`src/rtl/game_turn_scheduler.sv`:
```
// Steps the two-player light-cycle game. Issues each player's move to the grid, collects the grid's exception flags and declares the winner.
// Latency: a step takes TICK_DIV + 2*(1+SETTLE_CYC) + 1 cycles. Requests are stored at any time and take effect at the next tick.
// No backpressure. Optional edge wrap is enabled by defining ARENA_WRAP_EN; when it is undefined, leaving the arena counts as a crash.
module game_turn_scheduler #(
    parameter int TICK_DIV   = 500000,
    parameter int SETTLE_CYC = 2,
    parameter int P1_START_X = 8,
    parameter int P1_START_Y = 32,
    parameter int P2_START_X = 55,
    parameter int P2_START_Y = 32
) (
    input  logic        clock,
    input  logic        reset,
    input  logic        start,
    input  logic [1:0]  dir1,
    input  logic        dir1_valid,
    input  logic [1:0]  dir2,
    input  logic        dir2_valid,
    input  logic [4:0]  exc_in,
    output logic [31:0] play_x,
    output logic [31:0] play_y,
    output logic        play_num,
    output logic        super_enable,
    output logic        game_over,
    output logic [1:0]  winner,
    output logic [2:0]  state_out,
    output logic [15:0] step_count
);
    localparam int TW = (TICK_DIV > 1) ? $clog2(TICK_DIV) : 1;
    localparam logic [TW-1:0] TICK_LAST   = TW'(TICK_DIV - 1);
    localparam logic [2:0]    SETTLE_LAST = 3'(SETTLE_CYC - 1);

    typedef enum logic [2:0] {
        ST_IDLE      = 3'd0,
        ST_WAIT_TICK = 3'd1,
        ST_ISSUE_P1  = 3'd2,
        ST_SETTLE_P1 = 3'd3,
        ST_ISSUE_P2  = 3'd4,
        ST_SETTLE_P2 = 3'd5,
        ST_CHECK     = 3'd6,
        ST_OVER      = 3'd7
    } state_t;

    state_t          state, state_nxt;
    logic [TW-1:0]   tick_cnt;
    logic [2:0]      settle_cnt;
    logic [5:0]      p1x, p1y, p2x, p2y;
    logic [1:0]      head1, head2, pend1, pend2;
    logic            f1, fw, fc, f2, e1, e2;
    logic [12:0]     mv1, mv2;
    logic            tick_done, settle_done, start_go;
    logic            hit1, hit2, draw, crash;
    logic [1:0]      win_code;
    logic            unused_exc;

    // Returns {off_edge, x, y} for one move; off_edge is never set when the arena wraps.
    function automatic logic [12:0] move(input logic [5:0] x, input logic [5:0] y,
                                         input logic [1:0] h);
        logic [5:0] nx, ny;
        logic       off;
        nx  = x;
        ny  = y;
        off = 1'b0;
        case (h)
            2'b00: begin ny = y - 6'd1; off = (y == 6'd0);  end
            2'b01: begin nx = x + 6'd1; off = (x == 6'd63); end
            2'b10: begin ny = y + 6'd1; off = (y == 6'd63); end
            default: begin nx = x - 6'd1; off = (x == 6'd0); end
        endcase
`ifdef ARENA_WRAP_EN
        off = 1'b0;
`endif
        return {off, nx, ny};
    endfunction

    assign mv1         = move(p1x, p1y, pend1);
    assign mv2         = move(p2x, p2y, pend2);
    assign tick_done   = (tick_cnt == TICK_LAST);
    assign settle_done = (settle_cnt == SETTLE_LAST);
    assign start_go    = start && (state == ST_IDLE || state == ST_OVER);
    assign unused_exc  = ^{exc_in[0], exc_in[3]};

    // An edge crash is treated exactly like a wall hit for the player concerned.
    assign hit1     = f1 | e1;
    assign hit2     = f2 | e2;
    assign draw     = fc | (hit1 & hit2);
    assign crash    = draw | hit1 | fw | e2;
    assign win_code = draw ? 2'b11 : hit1 ? 2'b10 : 2'b01;

    always_ff @(posedge clock or posedge reset) begin
        if (reset) state <= ST_IDLE;
        else       state <= state_nxt;
    end

    always_comb begin
        state_nxt = state;
        case (state)
            ST_IDLE:      if (start) state_nxt = ST_WAIT_TICK;
            ST_WAIT_TICK: if (tick_done) state_nxt = ST_ISSUE_P1;
            ST_ISSUE_P1:  state_nxt = ST_SETTLE_P1;
            ST_SETTLE_P1: if (settle_done) state_nxt = ST_ISSUE_P2;
            ST_ISSUE_P2:  state_nxt = ST_SETTLE_P2;
            ST_SETTLE_P2: if (settle_done) state_nxt = ST_CHECK;
            ST_CHECK:     state_nxt = crash ? ST_OVER : ST_WAIT_TICK;
            default:      if (start) state_nxt = ST_WAIT_TICK;
        endcase
    end

    always_comb begin
        super_enable = 1'b0;
        play_num     = 1'b0;
        play_x       = {26'd0, p1x};
        play_y       = {26'd0, p1y};
        game_over    = (state == ST_OVER);
        state_out    = state;
        case (state)
            ST_ISSUE_P1: super_enable = ~e1;
            ST_ISSUE_P2: begin
                super_enable = ~e2;
                play_num     = 1'b1;
                play_x       = {26'd0, p2x};
                play_y       = {26'd0, p2y};
            end
            ST_SETTLE_P2: begin
                play_num = 1'b1;
                play_x   = {26'd0, p2x};
                play_y   = {26'd0, p2y};
            end
            default: ;
        endcase
    end

    always_ff @(posedge clock or posedge reset) begin
        if (reset) begin
            tick_cnt   <= '0;
            settle_cnt <= '0;
            p1x        <= 6'(P1_START_X);
            p1y        <= 6'(P1_START_Y);
            p2x        <= 6'(P2_START_X);
            p2y        <= 6'(P2_START_Y);
            head1      <= 2'b01;
            pend1      <= 2'b01;
            head2      <= 2'b11;
            pend2      <= 2'b11;
            {f1, fw, fc, f2, e1, e2} <= '0;
            winner     <= 2'b00;
            step_count <= 16'd0;
        end else begin
            // Reversals are judged against the heading currently in force.
            if (dir1_valid && ((dir1 ^ head1) != 2'b10)) pend1 <= dir1;
            if (dir2_valid && ((dir2 ^ head2) != 2'b10)) pend2 <= dir2;
            if (start_go) begin
                tick_cnt   <= '0;
                settle_cnt <= '0;
                p1x        <= 6'(P1_START_X);
                p1y        <= 6'(P1_START_Y);
                p2x        <= 6'(P2_START_X);
                p2y        <= 6'(P2_START_Y);
                head1      <= 2'b01;
                pend1      <= 2'b01;
                head2      <= 2'b11;
                pend2      <= 2'b11;
                {f1, fw, fc, f2, e1, e2} <= '0;
                winner     <= 2'b00;
                step_count <= 16'd0;
            end else begin
                case (state)
                    ST_WAIT_TICK: begin
                        if (tick_done) begin
                            tick_cnt <= '0;
                            head1    <= pend1;
                            head2    <= pend2;
                            e1       <= mv1[12];
                            e2       <= mv2[12];
                            if (!mv1[12]) {p1x, p1y} <= mv1[11:0];
                            if (!mv2[12]) {p2x, p2y} <= mv2[11:0];
                        end else begin
                            tick_cnt <= tick_cnt + TW'(1);
                        end
                    end
                    ST_SETTLE_P1, ST_SETTLE_P2: begin
                        settle_cnt <= settle_done ? 3'd0 : settle_cnt + 3'd1;
                        f1 <= f1 | exc_in[1];
                        fw <= fw | exc_in[2];
                        fc <= fc | exc_in[4];
                        if (state == ST_SETTLE_P2) f2 <= f2 | (exc_in[2] & ~exc_in[1]);
                    end
                    ST_CHECK: begin
                        if (crash)                       winner     <= win_code;
                        else if (step_count != 16'hFFFF) step_count <= step_count + 16'd1;
                    end
                    default: ;
                endcase
            end
        end
    end
endmodule

```
`config.mk`:
```
export PLATFORM = sky130hd
export DESIGN_NAME = game_turn_scheduler
export DESIGN_NICKNAME = d
export VERILOG_FILES = /design/src/rtl/game_turn_scheduler.sv
export SDC_FILE = /design/constraint.sdc
export NUM_CORES = 1
export LEC_CHECK = 0
export ABC_AREA = 0
export ABC_CLOCK_PERIOD_IN_PS = 2700
export CAP_MARGIN = 15
export CORE_MARGIN = 2
export CORE_UTILIZATION = 48
export CTS_CLUSTER_SIZE = 16
export DETAILED_ROUTE_END_ITERATION = 7
export PLACE_DENSITY = 0.77
export SKIP_CTS_REPAIR_TIMING = 1
export SLEW_MARGIN = 10
export SYNTH_ARGS = -nofsm -noshare
export SYNTH_HDL_FRONTEND = slang
export SYNTH_SLANG_ARGS = --single-unit
export TNS_END_PERCENT = 5
```
`constraint.sdc`:
```
create_clock -name clock -period 2.7 [get_ports clock]
set_clock_uncertainty 0.1 [all_clocks]
set_input_delay 0.54 -clock clock [delete_from_list [all_inputs] [get_ports clock]]
set_output_delay 0.54 -clock clock [all_outputs]
set_load 0.02 [all_outputs]
```
### After elaboration in Yosys (flattened, before gate mapping)

Cells that the tools add are included.

* memories: 0
* bits in read-only memories: 0
* latch bits: 0
* logic and storage cells: 183
* bits of input ports: 14
* output and inout bits: 88
* register bits after elaboration: 81
* memory bits (writable): 0

* multiply operators: 0
* shift operators: 0
* bitwise gates (word level): 17
* $add $sub $neg: 11
* equality and inequality tests: 28
* divide/modulo/power cells: 0
* $lt $le $gt $ge: 0
* multiplexer cells: 72
* reduce and logical (&&, ||, !) cells: 36

Operator list (count)
* 6-bit 2-to-1 mux: 18
* 16-bit 2-to-1 mux: 4
* 19-bit 2-to-1 mux: 3
* 6-bit one-hot mux with 2 select lines: 4
* 2-bit 2-to-1 mux: 15
* 6-bit by 1-bit adder with 6-bit output, second input constant: 4
* 6-bit == test, second input constant: 4
* 6-bit logical NOT: 4
* 3-bit 2-to-1 mux: 8
* 6-bit by 1-bit subtractor with 6-bit output, second input constant: 4
* 4-bit AND reduction: 5
* 19-bit by 1-bit adder with 19-bit output, second input constant: 1
* 19-bit == test, second input constant: 1
* 3-bit one-hot mux with 6 select lines: 1
* 2-bit nonzero test: 9
* 16-bit by 1-bit adder with 16-bit output, second input constant: 1
* 1-bit 2-to-1 mux: 16
* 16-bit inequality test, second input constant: 1
* 3-bit == test, second input constant: 4
* 2-bit inequality test, second input constant: 6
* 1-bit OR: 10
* 2-bit by 1-bit inequality test with 1-bit output, second input constant: 4
* 2-bit OR reduction: 4
* 7-bit nonzero test: 1
* 17 further kinds: 32

### Logic depth before layout (Yosys ltp)

* depth after elaboration: 9
* gate-level depth with buffers: 10
* mapped depth without buffers: 10

### Worst setup path after synthesis

OpenSTA, ideal clock, no wires.

* kind: reg-to-output
* start: register state[1] (netlist: state_out[1])
* end: output play_x[0]
* arrival time: 1827 ps
* path buffers: 2
* required time: 2060 ps
* cell stages (with the launch flop): 6
* slack: 233 ps
* cells stage by stage: dfrtp_1 > clkbuf_1 > inv_1 > nand2_1 > clkbuf_1 > mux2_2

* word-level cells in the longest chain between the ends: 3
* elaborated cells between the ends (all ways): 4
* those cells by class: 2 x eq/ne; 1 x mux; 1 x reduce/logical

Ends and longest elaborated chain
* start: declaration: RTL line 44 `state_t state, state_nxt;`
* start signal: assignment: RTL line 92 `else state <= state_nxt;`
* 3-bit == test: RTL line 116 `case (state)`
* 2-bit OR reduction (no line) *
* 6-bit 2-to-1 mux *: RTL line 116
* end: declaration: RTL line 20 `output logic [31:0] play_x,`

Every way passes the cells marked *; elsewhere a longest branch is shown, timed or not.

### Final worst setup path

* start: register state[2] (netlist: state_out[2])
* end: output play_y[2]

* word-level cells in the longest chain between the ends: 3
* elaborated cells between the ends (all ways): 4
* those cells by class: 2 x eq/ne; 1 x mux; 1 x reduce/logical

Ends and longest elaborated chain
* 3-bit == test: RTL line 116
* 2-bit OR reduction (no line) *
* 6-bit 2-to-1 mux *: RTL line 116
* end: declaration: RTL line 21 `output logic [31:0] play_y,`

Marks and branches as above.

==> impl.org <==
** Run status
- Run status :: completed

** GRT
- Global routing finished with a remaining overflow of 0.
- For this run, the total global-route usage over all layers was measured as approximately 20%.
- Number of global-route vias before repair :: ~4,200
- The first global-routing pass estimated around 20,000 um of wire.
- Entering global routing, the biggest net connects 36 pins.
- The number of antenna violations at the first check in global routing was 0.

** Final layout
- Final cell area excluding filler cells :: between 6000 and 7000 um^2
- The sequential cells in the finished layout cover a total of around 2000 um^2.
- Highest-count cells in the layout ignoring fill and taps :: sky130_fd_sc_hd__nor2_1, sky130_fd_sc_hd__dfrtp_1, sky130_fd_sc_hd__conb_1
- The layout has between 900 and 1,000 filler cells.
- Ratio of cells with drive above 1 in the final layout :: a little under an eighth
- The repair_antennas step left the layout with diodes totalling 0.
- Commonest non-fill, non-tap cell in the layout :: sky130_fd_sc_hd__nor2_1
- For this run, the post-layout net count is approximately 700.
- From synthesis to final layout, the design area changed by 17.0%.
- In the final layout, the multi-input gates occupy between 3000 and 4000 um^2.

** Detailed routing
- Detail-routed via count per cell :: between 5 and 6
- For this block, the routed nets add up to 11,700 um of wire.
- After the first detailed-routing iteration, the DRC count stood at between 200 and 250.
- The count of nets left with antenna violations once routing finished came out at 0.
- Before antenna repair, the detailed router went through 4 iterations.
- For this run, design rule violations remaining after detail routing come to 0.
- Vias after detailed routing :: between 4,000 and 5,000
- After detailed routing, the average wire length per cell comes to ~15 um.

** STA
- The final critical path takes up just under 100% of the cycle.
- Max Clock Freq :: about 0.38 GHz
- Count of final setup violators :: 0
- The final-report max-slew violation count is 0.
- Once routing completed, OpenROAD measured the worst setup slack at 0.0484 ns.
- In this run the tightest slew margin relative to its limit is ~63%.
- Final Hold Viols :: 0
- Setup repair after global routing could not meet its margin everywhere.
- Min Clock Period, post-route :: roughly 2.7 ns
- For the pin with the worst max-slew slack, the measured transition is roughly 0.55 ns.

** Critical path
- For this design, the slowest cell found on the critical path is sky130_fd_sc_hd__clkdlybuf4s50_1.
- Along the worst path, the maximum fanout reaches 16.
- Crit path arrival time :: ~2.0 ns
- Element type at the critical path start :: register
- Startpoint of the lowest-slack register-to-register path :: pend1[0]$_DFFE_PP1P_
- By startpoint and endpoint, the worst setup path is classified as register to output pin.
- Category of the worst setup path capture point :: output pin
- Beginning of the critical path :: state_out[2]$_DFFE_PP0P_
- Required time of the critical path :: 2.06 ns
- List of cells traversed by the critical path :: nand2_1 -> buf_12 -> mux2_2 -> clkdlybuf4s50_1
- Register-to-register path setup slack :: roughly 0.1 ns
- Max incr delay on CP :: 0.54 ns

** Synthesis
- The most used flip-flop cell after synthesis is sky130_fd_sc_hd__dfrtp_1.
- Post-synthesis area per instance :: between 9 and 10 um^2
- Seq cells post-synth :: between 80 and 90
- Area share of the largest cell type after synthesis :: 30.7%
- The biggest area contributor in the post-synthesis netlist is sky130_fd_sc_hd__dfrtp_1.
- Post-synthesis instance area :: between 5000 and 6000 um^2
- In the post-synthesis netlist, the biggest area contributors are sky130_fd_sc_hd__dfrtp_1, sky130_fd_sc_hd__buf_4, sky130_fd_sc_hd__dfstp_2.
- Yosys printed 0 warnings.
- After technology mapping, the gate count stands at roughly 590.
- The netlist uses 61 different library cells.
- Of all flip-flops after synthesis, the portion carrying an async set or reset was 100%.
- Of the synthesized area, sequential elements account for between 30% and 40%.
- Counting flops with a built-in enable in the synthesized netlist gives 0.

** Job
- Max cap viols :: 0

** Worst hold path
- Hold Path Class :: register to register
- Startpoint of the worst hold path :: tick_cnt[16]$_DFFE_PP0N_

** CTS
- TritonCTS built the clock tree.
- In this run the deepest clock path goes through 2 buffers.
- Clock edge transition at the registers on the reported setup and hold paths :: 0.06 ns
- Root cell of the clock tree :: sky130_fd_sc_hd__clkbuf_16
- Clock tree synthesis inserted a total of 9 buffers.
- Clock H-tree levels :: 3
- Number of clock sinks seen by CTS :: ~80
- The clock reaches the later pin of the worst-skew pair after between 0.3 and 0.4 ns.

** Floorplanning
- The die is ~110 um wide.
- For this design the top-level I/O count stands at between 100 and 150.
- The total area inside the core boundary comes to around 11,000 um^2.
- For this configuration, the core starts out at a cell density of 49.7%.
- Vertical extent of the die :: between 100 and 150 um
- Die footprint :: 12,200 um^2
- Row generation in the floorplan step produced 38 rows.

** Placement
- Summing all placed instances gives a cell area of about 6000 um^2.
- In this run the tool buffered the top-level ports with 47 buffer cells.
- Post-detailed-placement half-perimeter wirelength :: approximately 8600 um
- Final Wtd Congestion :: ~0.86
- Timing analysis after detailed placement gives a worst setup slack of roughly 0.076 ns.

** Power and ir drop
- IR analysis of the VDD net gives a maximum drop of between 0.0005 and 0.0006 V.
- In this run the static leakage power is about 3.1 nW.
- Power per standard cell area :: approximately 800 nW/um^2
-- report_power, final --
group	switching [mW]	internal (mW)
Sequential	0.216	1.40
Combinational	1.26	0.943
Clock	0.480	0.833
Total	1.96	3.17
-- stage by stage --
step | utilization, % | hold WS (ns) | TNS [ns] | power (mW) | std cells
finish | 58.1 | 0.410 | 0 | 5.13 | 791
global route | 58.1 | 0.438 | -0.0340 | 5.47 | 791
CTS | 57.7 | 0.414 | -0.573 | 5.15 | 791
detailed placement | 54.8 | 0.402 | 0 | 3.79 | 775
global placement | 54.8 | 0.385 | 0 | 3.71 | 775
floorplan | - | 0.364 | 0 | 3.13 | 637
-- registers in the layout, indices dropped and copies added, names as in the netlist --
register and cells:
p2x 6, step_count 16, f1 1, state_out 3, pend2 2, fw 1, p2y 6, tick_cnt 19
f2 1, fc 1, pend1 2, settle_cnt 3, head2 2, e1 1, head1 2, winner 2
p1x 6, e2 1, p1y 6
-- cell type report --
cell class | instances | share of cell area, %
multi-input cells | 472 | 48.6
flip-flops and latches | 81 | 32.0
repair buffers | 64 | 10.5
clock buffers | 11 | 3.80
well taps | 140 | 2.74
clock inverters | 5 | 1.23
inverters | 18 | 1.06
-- cells by family (layout without fill, tap and decap cells) --
logic type | Yosys count | after routing | share of synthesized area, %
buffers and inverters | 84 | 98 | 9.56
DFF | 81 | 81 | 37.5
AOI/OAI and AO/OA | 91 | 91 | 11.2
other | 1 | 52 | 0.0687
adders and majority gates | 32 | 32 | 7.89
muxes | 28 | 28 | 5.41
and+or+nand+nor | 218 | 218 | 20.2
xor gates and xnor gates | 51 | 51 | 8.19
-- worst max-delay path: cells and delay by family, from the launching register on --
kind	cells	cell delay (ns)
muxes	1	0.35
DFF	1	0.48
and+or+nand+nor	1	0.13
buffers and inverters	2	0.70
-- final timing paths --
kind                       cells after the start                        to
max                                            4                 play_y[2]
min                                            1  tick_cnt[16]$_DFFE_PP0N_
max reg2reg                                    9        p1x[5]$_DFFE_PP0P_
min reg2reg                                    1  tick_cnt[16]$_DFFE_PP0N_
max in group asynchronous                      3        p2y[5]$_DFFE_PP1P_
min in group asynchronous                      2        p1x[4]$_DFFE_PP0P_
-- cells in the mapped netlist (11+ instances only) --
library cell and instances:
sky130_fd_sc_hd__xor2_1 32, sky130_fd_sc_hd__nor2_1 69, sky130_fd_sc_hd__o21ai_0 17, sky130_fd_sc_hd__mux2i_1 16, sky130_fd_sc_hd__nand4_1 17, sky130_fd_sc_hd__clkbuf_1 12, sky130_fd_sc_hd__mux2_2 12, sky130_fd_sc_hd__nand2_1 51
sky130_fd_sc_hd__buf_4 53, sky130_fd_sc_hd__ha_1 28, sky130_fd_sc_hd__dfstp_2 14, sky130_fd_sc_hd__inv_1 16, sky130_fd_sc_hd__nand3_1 21, sky130_fd_sc_hd__a21oi_1 24, sky130_fd_sc_hd__xnor2_1 19, sky130_fd_sc_hd__dfrtp_1 67
sky130_fd_sc_hd__o21ai_1 11
-- routing by layer --
layer	part of all wire (%)	wire length (um)	GRT usage (%)
met1	44	5130	24.5
met2	50	5860	33.1
met3	4.3	510	3.90
met4	2.0	232	6.92
met5	0	0	0
Power figures use the tool's default switching activity.
